===== src/rtl/mag_comparator.sv =====
// Registered magnitude comparator: AiB (A<B), AeB (A==B), AsB (A>B) with a 1-cycle valid pipe.
// Define COMPARE_SIGNED_EN for a two's-complement compare (inverted MSB handling).

module compareCell #(
  parameter bit SignFlip = 1'b0
) (
  input  logic a,
  input  logic b,
  output logic lt,
  output logic gt
);
  // A sign bit of 1 means a smaller value, so the MSB cell swaps its sense.
  assign lt = SignFlip ? (a & ~b) : (~a & b);
  assign gt = SignFlip ? (~a & b) : (a & ~b);
endmodule

module mag_comparator #(
  parameter int WIDTH = 1
) (
  input  logic             clk,
  input  logic             rst_n,
  input  logic             in_valid,
  input  logic [WIDTH-1:0] A,
  input  logic [WIDTH-1:0] B,
  output logic             out_valid,
  output logic             AiB,
  output logic             AeB,
  output logic             AsB
);
  localparam int STAGES = 1;

  logic [WIDTH-1:0] ltBit, gtBit;
  logic             ltAny, gtAny;
  logic [STAGES:0]  vldPipe;

  for (genvar i = 0; i < WIDTH; i++) begin : gCell
`ifdef COMPARE_SIGNED_EN
    localparam bit SignFlip = (i == WIDTH-1);
`else
    localparam bit SignFlip = 1'b0;
`endif
    compareCell #(.SignFlip(SignFlip)) uCell (
      .a (A[i]),
      .b (B[i]),
      .lt(ltBit[i]),
      .gt(gtBit[i])
    );
  end

  // Walk LSB to MSB so the most significant differing bit wins.
  always_comb begin
    ltAny = 1'b0;
    gtAny = 1'b0;
    for (int i = 0; i < WIDTH; i++) begin
      if (ltBit[i] | gtBit[i]) begin
        ltAny = ltBit[i];
        gtAny = gtBit[i];
      end
    end
  end

  assign vldPipe[0] = in_valid;

  always_ff @(posedge clk or negedge rst_n) begin
    if (!rst_n) vldPipe[STAGES:1] <= '0;
    else        vldPipe[STAGES:1] <= vldPipe[STAGES-1:0];
  end

  assign out_valid = vldPipe[STAGES];

  // Flags only load on a valid sample; otherwise they hold the last result.
  always_ff @(posedge clk or negedge rst_n) begin
    if (!rst_n) begin
      AiB <= 1'b0;
      AeB <= 1'b0;
      AsB <= 1'b0;
    end else if (in_valid) begin
      AiB <= ltAny;
      AeB <= ~(ltAny | gtAny);
      AsB <= gtAny;
    end
  end
endmodule


===== config.mk =====
export PLATFORM = sky130hd
export DESIGN_NAME = mag_comparator
export DESIGN_NICKNAME = d
export VERILOG_FILES = /design/src/rtl/mag_comparator.sv
export SDC_FILE = /design/constraint.sdc
export NUM_CORES = 1
export LEC_CHECK = 0
export CORE_AREA = 2 2 39 41
export DETAILED_ROUTE_END_ITERATION = 8
export DIE_AREA = 0 0 41 43
export PLACE_DENSITY = 0.44
export SETUP_SLACK_MARGIN = 0.15
export SLEW_MARGIN = 15
export SYNTH_ARGS = -nofsm -noshare
export SYNTH_HDL_FRONTEND = slang
export SYNTH_SLANG_ARGS = --single-unit

===== constraint.sdc =====
create_clock -name clk -period 0.8 [get_ports clk]
set_input_delay 0.12 -clock clk [delete_from_list [all_inputs] [get_ports clk]]
set_output_delay 0.12 -clock clk [all_outputs]
set_load 0.01 [all_outputs]

Word level (Yosys, flattened, before mapping). Index checks and enable logic that the tools add are counted.

Latch bits: 0. Memory bits (read-only): 0. Output and inout bits: 4. Register bits: 4. Memories kept: 0. RAM bits: 0. Word-level logic and storage cells: 13. Input port bits: 5.

Equal/unequal tests: 0. $lt $le $gt $ge: 0. Reduce and logical (&&, ||, !) cells: 0. Mux-type cells: 2. Bitwise operators: 7. Shift-type cells: 0. Multipliers: 0. Add/subtract/negate cells: 0. Divide/modulo/power cells: 0.

Operators by type and width (count): inverter 1 bit (3); AND 1 bit (2); 2-to-1 mux 1 bit (2); bitwise OR 1 bit (2).

Depth between registers and ports, before layout. Gate-level depths: netlist of the first run.

Depth in word-level cells: 6. Mapped depth: 3. Gate-level depth less buffers: 3.

Cells and area by module. A second synthesis of the first run with hierarchy kept.

Cell total of the unflattened synthesis: 10. Area, all modules: 152.6 µm².

By module, submodules not included: mag_comparator (area each 137.6 µm², instances 1, seq. area each 100.1 µm², cells each 8); compareCell (area each 15.0 µm², instances 1, seq. area each 0.0 µm², cells each 2).

Worst setup path before layout of the first run. No wires, ideal clock.

Path type: in2reg. From: input A. To: register AeB. Required time: 0.675 ns. Path buffers: 0. Stages on the path: 3. Arrival: 0.654 ns. Path slack: 0.022 ns. Library setup time: 0.125 ns. Cells stage by stage: inv_1 > ha_1 > mux2_2.

Cells in the longest elaborated chain, start to end: 6. Elaborated cells on any way between the ends: 8. Those cells by class: mux: 2; bitwise: 6.

Ends and longest elaborated chain: start, declared (line 23) `input logic [WIDTH-1:0] A,`; inverter 1 bit (line 13) `assign lt = SignFlip ? (a & ~b) : (~a & b);`; AND 1 bit (line 13); bitwise OR 1 bit (line 55) `if (ltBit[i] | gtBit[i]) begin`; 2-to-1 mux 1 bit (line 55); bitwise OR 1 bit * (line 79) `AeB <= ~(ltAny | gtAny);`; inverter 1 bit * (line 79); end signal, assigned (line 79); end, declared (line 27) `output logic AeB,`.

Every way passes the cells marked *; elsewhere a longest branch is shown, timed or not. A chain may end at the register's enable or synchronous reset.

Worst setup path in the final report of the first run.
From: register AeB. To: output AeB.

No word-level cell between the ends.

==> results summary, run 1 <==
The top cell family by delay on the critical path is flip-flops. The signal on the critical path passes through buf_2. The cts-stage hold buffer count is 0.

The critical path is of the reg2out type. The number of antenna diodes in the final layout is 0. The final-report setup violation count is 4.

The first global-routing pass estimated 600 um of wire. The number of synthesized register bits is 4. The max-slew violation total from the final report came to 0. The final reports fail on negative setup slack. After synthesis, the mean cell area works out to about 15 sq um.

The analysis attributes to cell leakage a power of around 0.15 nW. On the final layout, the worst clock skew is 0 ns. The worst pin sits at a relative slew slack of ~89%. The number of synthesis warnings came out at 0.

The top-area cell type share of the netlist area came out at between 60% and 70%. The top cell types in the final layout, fill and taps aside, are 4 x sky130_fd_sc_hd__dfrtp_1, 3 x sky130_fd_sc_hd__mux2_2, 3 x sky130_fd_sc_hd__clkbuf_4. The net count of the finished layout is 32. The number of clock buffers added by TritonCTS is 3.

The H-tree depth came out at 1. The number of antenna violations at the first check in global routing is 0. Static timing analysis puts the maximum clock frequency at 1150 MHz. The peak ir drop on the vdd network is 0.335 mV. The area inside the core boundary is 1380 sq um.

The maximum number of pins on one net before global-route repair is 5. In this run the worst hold path is classified as in2async. The arrival time of the worst setup path is ~0.75 ns. The total area of multi-input combinational cells is between 60 and 70 sq um. The portion of the post-synthesis area used by sequential elements is 60.2%.

The sum of routed wire length over all layers is 345 um. In this run the vertical extent of the chip is roughly 43 um. The number of input and output port buffers inserted is 8. The proportion of layout cells with a drive suffix above 1 came out at around 57%. The flow ran to the end, but the final reports show violations.

The setup TNS after final layout is -0.210 ns. The final period demand of the worst path came out at 0.870 ns. 9 I/O pins were placed.

The clock tree from TritonCTS is built. Clock tree synthesis found a total of 4 sinks. The antenna violation net count after detailed routing is 0. The share of total power in sequential cells came out at between 40% and 50%.

The power share of the clock group is 43.5%. The clock input transition at the sequential cells of the worst setup and hold paths is ~0.040 ns. The count of TritonRoute iterations in the first routing pass is 2. The library cell used most frequently in the layout, excluding fill and tap cells, is sky130_fd_sc_hd__dfrtp_1. The number of unique standard cell types used by synthesis came out at 4.

For this run, design rule violations remaining after detail routing come to 0. The routed wirelength normalized by instance count is between 8 and 9 um. The layout overhead on the synthesized area came out at 74.4%.

The sequential cell area is 100 sq um. The clock reaches the later pin of the worst-skew pair after ~0.23 ns. The critical-path maximum fanout came out at 2.

The final route contains approximately 130 vias. The total internal power came out at around 440 uW. Power spread over the standard cell area amounts to ~2000 nW/um^2. The net count after synthesis came out at 18. The die is around 41 um wide. The number of rows created at floorplan came out at 14. The total overflow reported by the global router came out at 0. After technology mapping, the gate count stands at 11. The number of DRC markers in iteration 0 is 1. The switching portion of total power is ~22%. The combinational group share of total power is 15.6%.

The kind of start point of the critical path is a flop. The area of the die is around 1800 sq um. The final hold violation count is 0. The slew at the pin closest to its max-slew limit is 0.172 ns. After synthesis the cells add up to between 150 and 200 sq um. The data required time of the critical path is between 0.6 and 0.7 ns. Counting along the longest clock path gives a buffer depth of 2. The worst setup path is captured at an output pin.

The via count of the first global-routing pass came to around 150. The sum of buffers and inverters on the critical path came out at 1. For this design, the slowest cell found on the critical path is sky130_fd_sc_hd__dfrtp_1.

Setup repair after global routing could not meet its margin everywhere. Summed over all instances, the cell type with the most area after synthesis is sky130_fd_sc_hd__dfrtp_1. The delay contributed by the slowest stage of the critical path is about 0.38 ns. The share of the clock period used by the worst path came out at 109%. The initial core utilization came out at approximately an eighth.

Across every metal layer, demand over resource in global routing totals a little over 6%. The count of max-cap constraint violations is 0. The per-cell via count in the routed design is 3.23. At the end of routability-driven placement, the weighted congestion stood at 0.528. The final-layout fill cell count came out at 154. Buffers added to address setup during post-CTS repair amount to 0. Once routing completed, OpenROAD measured the worst setup slack at -0.0704 ns. Hold is met by 0.0850 ns. The net switching power is about 130 uW. Clock tree synthesis selected as its root buffer the cell sky130_fd_sc_hd__clkbuf_4. Yosys attributes the largest share of cell area to sky130_fd_sc_hd__dfrtp_1 60%, sky130_fd_sc_hd__mux2_2 20%, sky130_fd_sc_hd__ha_1 15%.
cells by family (layout without fill, tap and decap cells):
family	after synthesis	count (layout)	share of synthesized area (%)
flip-flops	4	4	60.2
multiplexers	3	3	20.3
adder cells (fa/ha/maj)	2	2	15.0
buffers and inverters	2	14	4.51
synth_stat cells:
cell                      count
sky130_fd_sc_hd__ha_1         2
sky130_fd_sc_hd__dfrtp_1      4
sky130_fd_sc_hd__inv_1        2
sky130_fd_sc_hd__mux2_2       3
worst paths after layout:
kind / startpoint / slack, ns / to / cells after the start
max in group asynchronous: rst_n / 0.56 / out_valid / 1
worst max-delay path: AeB / -0.07 / AeB / 1
worst min-delay path: rst_n / 0.09 / AiB / 1
worst max register to register: AeB / 0.03 / AeB / 1
worst min register to register: AiB / 0.50 / AiB / 1
min in group clk: in_valid / 0.22 / out_valid / 1
sequential cells by signal, summed over array words and instances, names as in the netlist:
register,count
out_valid,1
AiB,1
AsB,1
AeB,1
stage by stage:
step	total power, mW	std cells	cell area [sq um]	util [%]	worst slack, ns
global placement	0.339	36	274	19.8	-0.502
detailed placement	0.340	36	274	19.8	-0.522
finish	0.570	39	290	21.0	-0.0704
CTS	0.579	39	278	20.1	-0.0863
global route	0.622	39	290	21.0	-0.104
floorplan	0.265	11	166	-	0.0216
per-layer routing:
| metal | track usage (%) | wire length [um] |
|---|---|---|
| met1 | 5.21 | 152 |
| met2 | 6.56 | 147 |
| met3 | 6.28 | 45 |
| met4 | 8.00 | 0 |
| met5 | 0 | 0 |
layout make-up:
| cell class | instances | share of cell area [%] |
|---|---|---|
| clock buffers | 3 | 7.76 |
| inverters | 2 | 2.59 |
| multi-input cells | 5 | 21.1 |
| flip-flops and latches | 4 | 34.5 |
| well taps | 16 | 6.90 |
| repair buffers | 9 | 27.2 |
power groups by stage:
stage / clock [mW] / sequential [mW] / combinational (mW)
after floorplan: 0 / 0.243 / 0.0220
after global placement: 0 / 0.234 / 0.105
after CTS: 0.263 / 0.232 / 0.0830
after global routing: 0.288 / 0.235 / 0.0983
after detailed placement: 0 / 0.236 / 0.105
final: 0.248 / 0.233 / 0.0888
timing repair:
item,in CTS,in global routing
gates cloned,0,0
pin swaps,0,0
gates resized for setup,22,2
endpoints found under the setup margin,7,7
No activity file was read; power rests on OpenSTA's default activity.
==> run 2, diff against run 1 <==
--- a/config.mk
+++ b/config.mk
@@ -5,6 +5,8 @@
 export SDC_FILE = /design/constraint.sdc
 export NUM_CORES = 1
 export LEC_CHECK = 0
+export ABC_AREA = 1
+export ABC_CLOCK_PERIOD_IN_PS = 800
 export CORE_AREA = 2 2 39 41
 export DETAILED_ROUTE_END_ITERATION = 8
 export DIE_AREA = 0 0 41 43
==> run 2 against run 1 <==
Effect of this change:
- the run still ends with negative setup slack left
- area after synthesis increased by 2.3%
- power is 3.8% lower
- critical path depth is the same
- first-iteration DRC count grew to 4.0 times the previous value
- worst hold slack improved by 0.0037 ns
- maximum frequency rose by 1.7%
- register-to-register slack gained 0.09 ns
- synthesized cell count grew 64%
- critical path type unchanged
- highest routed layer unchanged
==> results summary, run 2 <==
The clock input transition at the sequential cells of the worst setup and hold paths came out at 0.04 ns (about the same). The maximum number of pins on one net before global-route repair came to 6 (+1). The share of the clock period used by the worst path is 107% (-1.8 points). The via count of the first global-routing pass came out at 139 (-8.6%). TritonCTS built the clock tree. STA classifies the critical path startpoint as a flop. The top-area cell type share of the netlist area came out at 58.8% (-1.3 points). The number of synthesis warnings was 0 (unchanged).

The switching portion of total power came out at 22.1% (+0.062 points). The net count after synthesis was 25 (+7). The total internal power came out at 427 uW (-3.8%).

The root buffer selected by CTS is sky130_fd_sc_hd__clkbuf_4. The slew at the pin closest to its max-slew limit was 0.187 ns (+0.0156 ns). The antenna violation net count after detailed routing came out at 0 (unchanged). The number of rows created at floorplan came out at 14 (unchanged).

The worst setup path is captured at an output pin. The sum of buffers and inverters on the critical path came out at 1 (unchanged). The total area of multi-input combinational cells came to 61.3 sq um (unchanged). Leaving out fill and tap cells, the most frequent cell in the layout is sky130_fd_sc_hd__nand2_1. The number of cells in the design after placement is 43 (+19%). By instance count, the leading cell after synthesis is sky130_fd_sc_hd__nand2_1. The placement-stage cell area is 278 sq um (+1.4%). The global-route met1 utilization came out at 4.58% (-0.64 points). The initial core utilization is 12.3% (+0.27 points). The number of input and output port buffers inserted is 8 (unchanged). The final-layout fill cell count came to 157 (+1.9%). The final standard cell count with taps included and fillers excluded came out at 47 (+21%). The number of design rule violations left after detail routing was 0 (unchanged). The count of TritonRoute iterations in the first routing pass was 2 (unchanged). The final antenna diode count came out at 0 (unchanged). The commonest cells after synthesis are 9 x sky130_fd_sc_hd__nand2_1, 4 x sky130_fd_sc_hd__dfrtp_1, 2 x sky130_fd_sc_hd__ha_1, 2 x sky130_fd_sc_hd__inv_1, 1 x sky130_fd_sc_hd__inv_2. The power share of the clock group came out at 44.2% (+0.7 points). The flow ran to the end, but the final reports show violations. The final core utilization is 20.4% (-0.54 points). Yosys attributes the largest share of cell area to sky130_fd_sc_hd__dfrtp_1 59%, sky130_fd_sc_hd__nand2_1 20%, sky130_fd_sc_hd__ha_1 15%. The cell taking the most area after synthesis is sky130_fd_sc_hd__dfrtp_1.

Setup repair after global routing could not meet its margin everywhere. The number of enable-type register cells in the synthesized netlist is 0 (unchanged). The number of synthesized register bits is 4 (unchanged). The critical path class is reg2out. The peak ir drop on the vdd network came to 0.390 mV (+16%). The average size of a mapped cell came out at 9.45 sq um (-38%). The maximum clock frequency was 1170 MHz (+1.7%).

The worst register-to-register path begins at AiB. The met3 capacity usage during global routing came out at 3.66% (-2.6 points). The worst clock skew on the final layout came out at 0 ns (unchanged). The number of DRC markers in iteration 0 came to 4 (+3). The net switching power came out at 121 uW (-3.5%). The checks that failed: negative setup slack. The final-report setup violation count was 4 (unchanged).

The count of max-cap constraint violations is 0 (unchanged). The last weighted congestion value of the routability-driven placer is 0.617 (+17%). The largest individual stage delay along the critical path comes from the cell sky130_fd_sc_hd__dfrtp_1. For this run, the leading register cell type out of synthesis is sky130_fd_sc_hd__dfrtp_1. The data required time of the critical path is 0.68 ns (about the same). The number of nets in the layout is 40 (+25%). The critical path goes through buf_2. The area of the die came to 1760 sq um (unchanged). The cts-stage hold buffer count is 0 (unchanged). The number of cells produced by synthesis came out at 18 (+7).

The total routing resource utilization after global routing came to 5.25% (-0.90 points). The portion of the post-synthesis area used by sequential elements came out at 58.8% (-1.3 points). The worst-case clock buffer depth is 2 (unchanged). The post-route worst setup slack is -0.0559 ns (+0.0146 ns). The share of total power in sequential cells is 41.3% (+0.3 points).

The path type of the worst min-delay path is in2async. The max-slew violation total from the final report came to 0 (unchanged). The H-tree depth is 1 (unchanged).

On the critical path the largest part of the delay comes from flip-flops. The total clock buffers created by CTS is 3 (unchanged). The area inside the core boundary came out at 1380 sq um (unchanged). The overall power after layout was 548 uW (-3.8%). The remaining max-slew budget at the tightest pin came out at 87.5% (-1.0 points). The arrival time of the worst setup path came to 0.74 ns (about the same). The horizontal die dimension is 41 um (unchanged). The number of unique standard cell types used by synthesis was 5 (+1). The vias after detailed routing came out at 150 (+19%). The final hold violation count came out at 0 (unchanged). The number of antenna violations at the first check in global routing is 0 (unchanged). The post-route cell area was 283 sq um (-2.6%). The total power density per cell area came out at 1940 nW/um^2 (-1.2%). The final period demand of the worst path came out at 0.856 ns (-0.0146 ns). The I/O pin total is 9 (unchanged). The source of the critical timing path is AsB. The worst-skew pair later-pin latency came out at 0.23 ns (about the same). From synthesis to final layout, the design area changed by 66.2%. The global-route wire length before repair is 503 um (-16%).

The per-cell via count in the routed design came out at 3.19 (-1.2%). The proportion of layout cells with a drive suffix above 1 came to 38.7% (-18 points). The global routing met2 resource utilization is 5.00% (-1.6 points). The clock sink total came out at 4 (unchanged). The die extent in y is 43 um (unchanged).

The leakage power came out at 0.167 nW (+14%). The sequential cell area came out at 100 sq um (unchanged). The summed instance area of the synthesized netlist is 170 sq um (+2.3%). The share of synthesized flip-flops with an asynchronous set or reset is 100% (unchanged). The critical-path maximum fanout is 2 (unchanged). The combinational group share of total power is 14.5% (-1.1 points). The routed wirelength normalized by instance count came out at 6.79 um (-23%). The total overflow reported by the global router came out at 0 (unchanged). The sum of routed wire length over all layers is 319 um (-7.5%). met4 is the most crowded layer. In the layout the commonest cells are 8 x sky130_fd_sc_hd__nand2_1, 4 x sky130_fd_sc_hd__dfrtp_1, 4 x sky130_fd_sc_hd__buf_2. The delay contributed by the slowest stage of the critical path was 0.37 ns (about the same).
## run 2: power by group through the flow
stage / Combinational (mW) / Clock (mW) / Sequential (mW)
after floorplan: 0.0199 / 0 / 0.238
after global placement: 0.0933 / 0 / 0.230
after detailed placement: 0.0951 / 0 / 0.230
after CTS: 0.0802 / 0.259 / 0.227
after global routing: 0.0885 / 0.271 / 0.228
final: 0.0795 / 0.242 / 0.226
## run 2: timing repair
action / in CTS / in global routing
endpoints found under the setup margin: 7 / 7
resized for setup: 19 / 3
pin swaps: 1 / 0
setup buffers: 1 / 0
## run 2: cell families after synthesis
logic type	count (synthesis)	share of synthesized area [%]
fa+ha+maj	2	14.7
buf+inv	3	6.62
flops	4	58.8
simple gates	9	19.9
## run 2: cell type report
type | count | area share [%]
Clock buffer | 3 | 7.96
Inverter | 3 | 3.98
Multi-Input combinational cell | 11 | 21.7
Sequential cell | 4 | 35.4
Tap cell | 16 | 7.08
Timing Repair Buffer | 10 | 23.9
## run 2: layer usage
metal | wire length [um] | share of wire [%] | vias up
li1 | - | - | 80
met1 | 133 | 42 | 61
met2 | 112 | 35 | 9
met3 | 72 | 23 | 0
met4 | 0 | 0 | 0
met5 | 0 | 0 | -
## run 2: metrics by stage
stage	setup WS [ns]	TNS, ns	hold WS [ns]
floorplan	0.173	0	-0.176
global placement	-0.340	-1.52	0.327
detailed placement	-0.351	-1.58	0.333
CTS	-0.0721	-0.239	0.0840
global route	-0.0879	-0.298	0.0858
finish	-0.0559	-0.183	0.0888
## run 2: path summary, 6_finish.rpt
path / to / slack (ns) / cells after the start
max reg2reg: AiB / 0.12 / 3
max in group asynchronous: AsB / 0.55 / 1
max: AsB / -0.06 / 1
min reg2reg: AeB / 0.46 / 2
min in group clk: out_valid / 0.25 / 1
min: AeB / 0.09 / 1
==> variant, RTL diff (config.mk and constraints of run 1) <==
Register the inputs `in_valid`, `A` and `B` before use, with the module's reset. The logic sees them one clock later. Comments in the files are not updated.
--- a/src/rtl/mag_comparator.sv
+++ b/src/rtl/mag_comparator.sv
@@ -31,2 +31,18 @@
 
+  logic in_valid_q;
+  logic [WIDTH-1:0] A_q;
+  logic [WIDTH-1:0] B_q;
+
+  always_ff @(posedge clk or negedge rst_n) begin
+    if (!rst_n) begin
+      in_valid_q <= '0;
+      A_q        <= '0;
+      B_q        <= '0;
+    end else begin
+      in_valid_q <= in_valid;
+      A_q        <= A;
+      B_q        <= B;
+    end
+  end
+
   logic [WIDTH-1:0] ltBit, gtBit;
@@ -42,4 +58,4 @@
     compareCell #(.SignFlip(SignFlip)) uCell (
-      .a (A[i]),
-      .b (B[i]),
+      .a (A_q[i]),
+      .b (B_q[i]),
       .lt(ltBit[i]),
@@ -61,3 +77,3 @@
 
-  assign vldPipe[0] = in_valid;
+  assign vldPipe[0] = in_valid_q;
 
@@ -76,3 +92,3 @@
       AsB <= 1'b0;
-    end else if (in_valid) begin
+    end else if (in_valid_q) begin
       AiB <= ltAny;
Behaviour: not the same (a bounded check fails within 4 cycles, from zero or initial values and one cycle with rst_n low).
==> variant against run 1 <==
Synthesized area grew 45%; sequential share of layout area grew 13 points; wire length grew 13%; worst setup slack lost 0.17 ns; sequential cell count grew 3; die area is the same; the flow still finishes with violations (setup timing); design area grew 26%; total power grew 43%.
==> variant: results <==
[cells_and_area]
drive_above_1_share_pct = 44.4
diodes = 0
n_fill_cell = 140
nNetsFinal = 35

[pwr]
ir_drop_uv = 851
power_leakage_nw = 0.183

[yosys]
synthTopCellsByCount = dfrtp_1 (7), mux2_2 (3), ha_1 (2), inv_1 (2)
yosys_warnings = 0
synth-seq-area-share_pct = 72.5
synth_nets = 21
synth-async-reset-ratio_pct = 100
synthTopCellsByArea = dfrtp_1 (73%), mux2_2 (14%), ha_1 (10%)
ys_types = 4

[worst_setup_path]
reg2reg_to = AeB
r2r_cells = 2
critPathArrivalTime_ns = 1.17
cp_max_fo = 2
r2r_start = B_q

[timing]
worst_pin_slew_ns = 0.311
finalSetupViolCount = 7
fin_crit_sh_pct = 130
setup_ws_ns = -0.237
finClkSkew_ns = 0.000751
setup-tns-final_ns = -0.777

[grt]
grt_use_total_pct = 6.57
grt_pass1_vias = 185
grt_max_degree = 8
grt_pass1_wl_um = 690
antenna_found_initial = 0

[cts]
cts_made_buffers = 3
clockRootBuffer = clkbuf_4
htreeDepth = 1
cts_buffer_depth = 2
clk_pin_slew_ns = 0.05
clk_latency_ns = 0.25

[routing]
wire_per_inst_um = 9.07
drt-vias-per-instance = 3.40
drtPass1Iterations = 1
drt-initial-drc-count = 0

[min_path]
hold_class = input pin to async pin

[run_status]
failed_checks = setup timing
status = complete, but fails checks

[placement]
port_buffers = 8
post-place-ws_ns = -0.248
place_area_um2 = 342
gp_congestion = 0.655
## variant: worst max-delay path, stage by stage, from the launching register on
cell and delay [ns]:
dfrtp_1 0.38, ha_1 0.29, mux2_4 0.25
## variant: timing repair
action                                  in CTS  in global routing
buffers inserted                             0                  1
resized for setup                           19                  0
pin swaps                                    2                  0
endpoints found under the setup margin       7                  7
endpoints found under the hold margin        0                  0
gates cloned                                 0                  0
## variant: how the worst max path moves through the flow
| stage | from | end | slack [ns] | cells after the start |
|---|---|---|---|---|
| after detailed placement | A_q | AeB | -0.25 | 3 |
| after floorplan | A_q | AeB | -0.20 | 3 |
| after CTS | B_q | AeB | -0.25 | 2 |
| after global routing | A_q | AeB | -0.27 | 3 |
| after global placement | A_q | AeB | -0.23 | 3 |
| final | B_q | AeB | -0.24 | 2 |
## variant: cells by family (layout without fill, tap and decap cells)
group / after synthesis / in the layout / synth area share [%]
flops: 7 / 7 / 72.5
mux: 3 / 3 / 14.0
fa+ha+maj: 2 / 2 / 10.4
buf+inv: 2 / 15 / 3.11
## variant: power breakdown
part | switching [mW] | internal [mW] | leakage [nW]
logic | 0.0340 | 0.0628 | 0.0837
registers | 0.0156 | 0.381 | 0.0841
clock network | 0.132 | 0.190 | 0.0150
total | 0.182 | 0.634 | 0.183
## variant: per-layer routing
metal	global-route usage (%)	vias up	wire length (um)
li1	-	71	-
met1	7.57	68	147
met2	7.19	7	191
met3	5.24	0	51
met4	6.00	0	0
met5	0	-	0
## variant: area by class of cell
| cell class | count | area [um^2] | share of cell area [%] |
|---|---|---|---|
| sequential | 7 | 175 | 47.9 |
| multi-input combinational | 5 | 68.8 | 18.8 |
| timing repair buffer | 9 | 67.6 | 18.5 |
| clock buffer | 4 | 26.3 | 7.19 |
| tap | 16 | 20.0 | 5.48 |
| inverter | 2 | 7.51 | 2.05 |
## variant: through the flow
| step | std cells | util, % | hold WS, ns |
|---|---|---|---|
| detailed placement | 38 | 24.7 | 0.394 |
| CTS | 42 | 25.9 | 0.122 |
| global placement | 38 | 24.7 | 0.397 |
| global route | 43 | 26.4 | 0.144 |
| finish | 43 | 26.4 | 0.126 |
| floorplan | 14 | - | -0.176 |
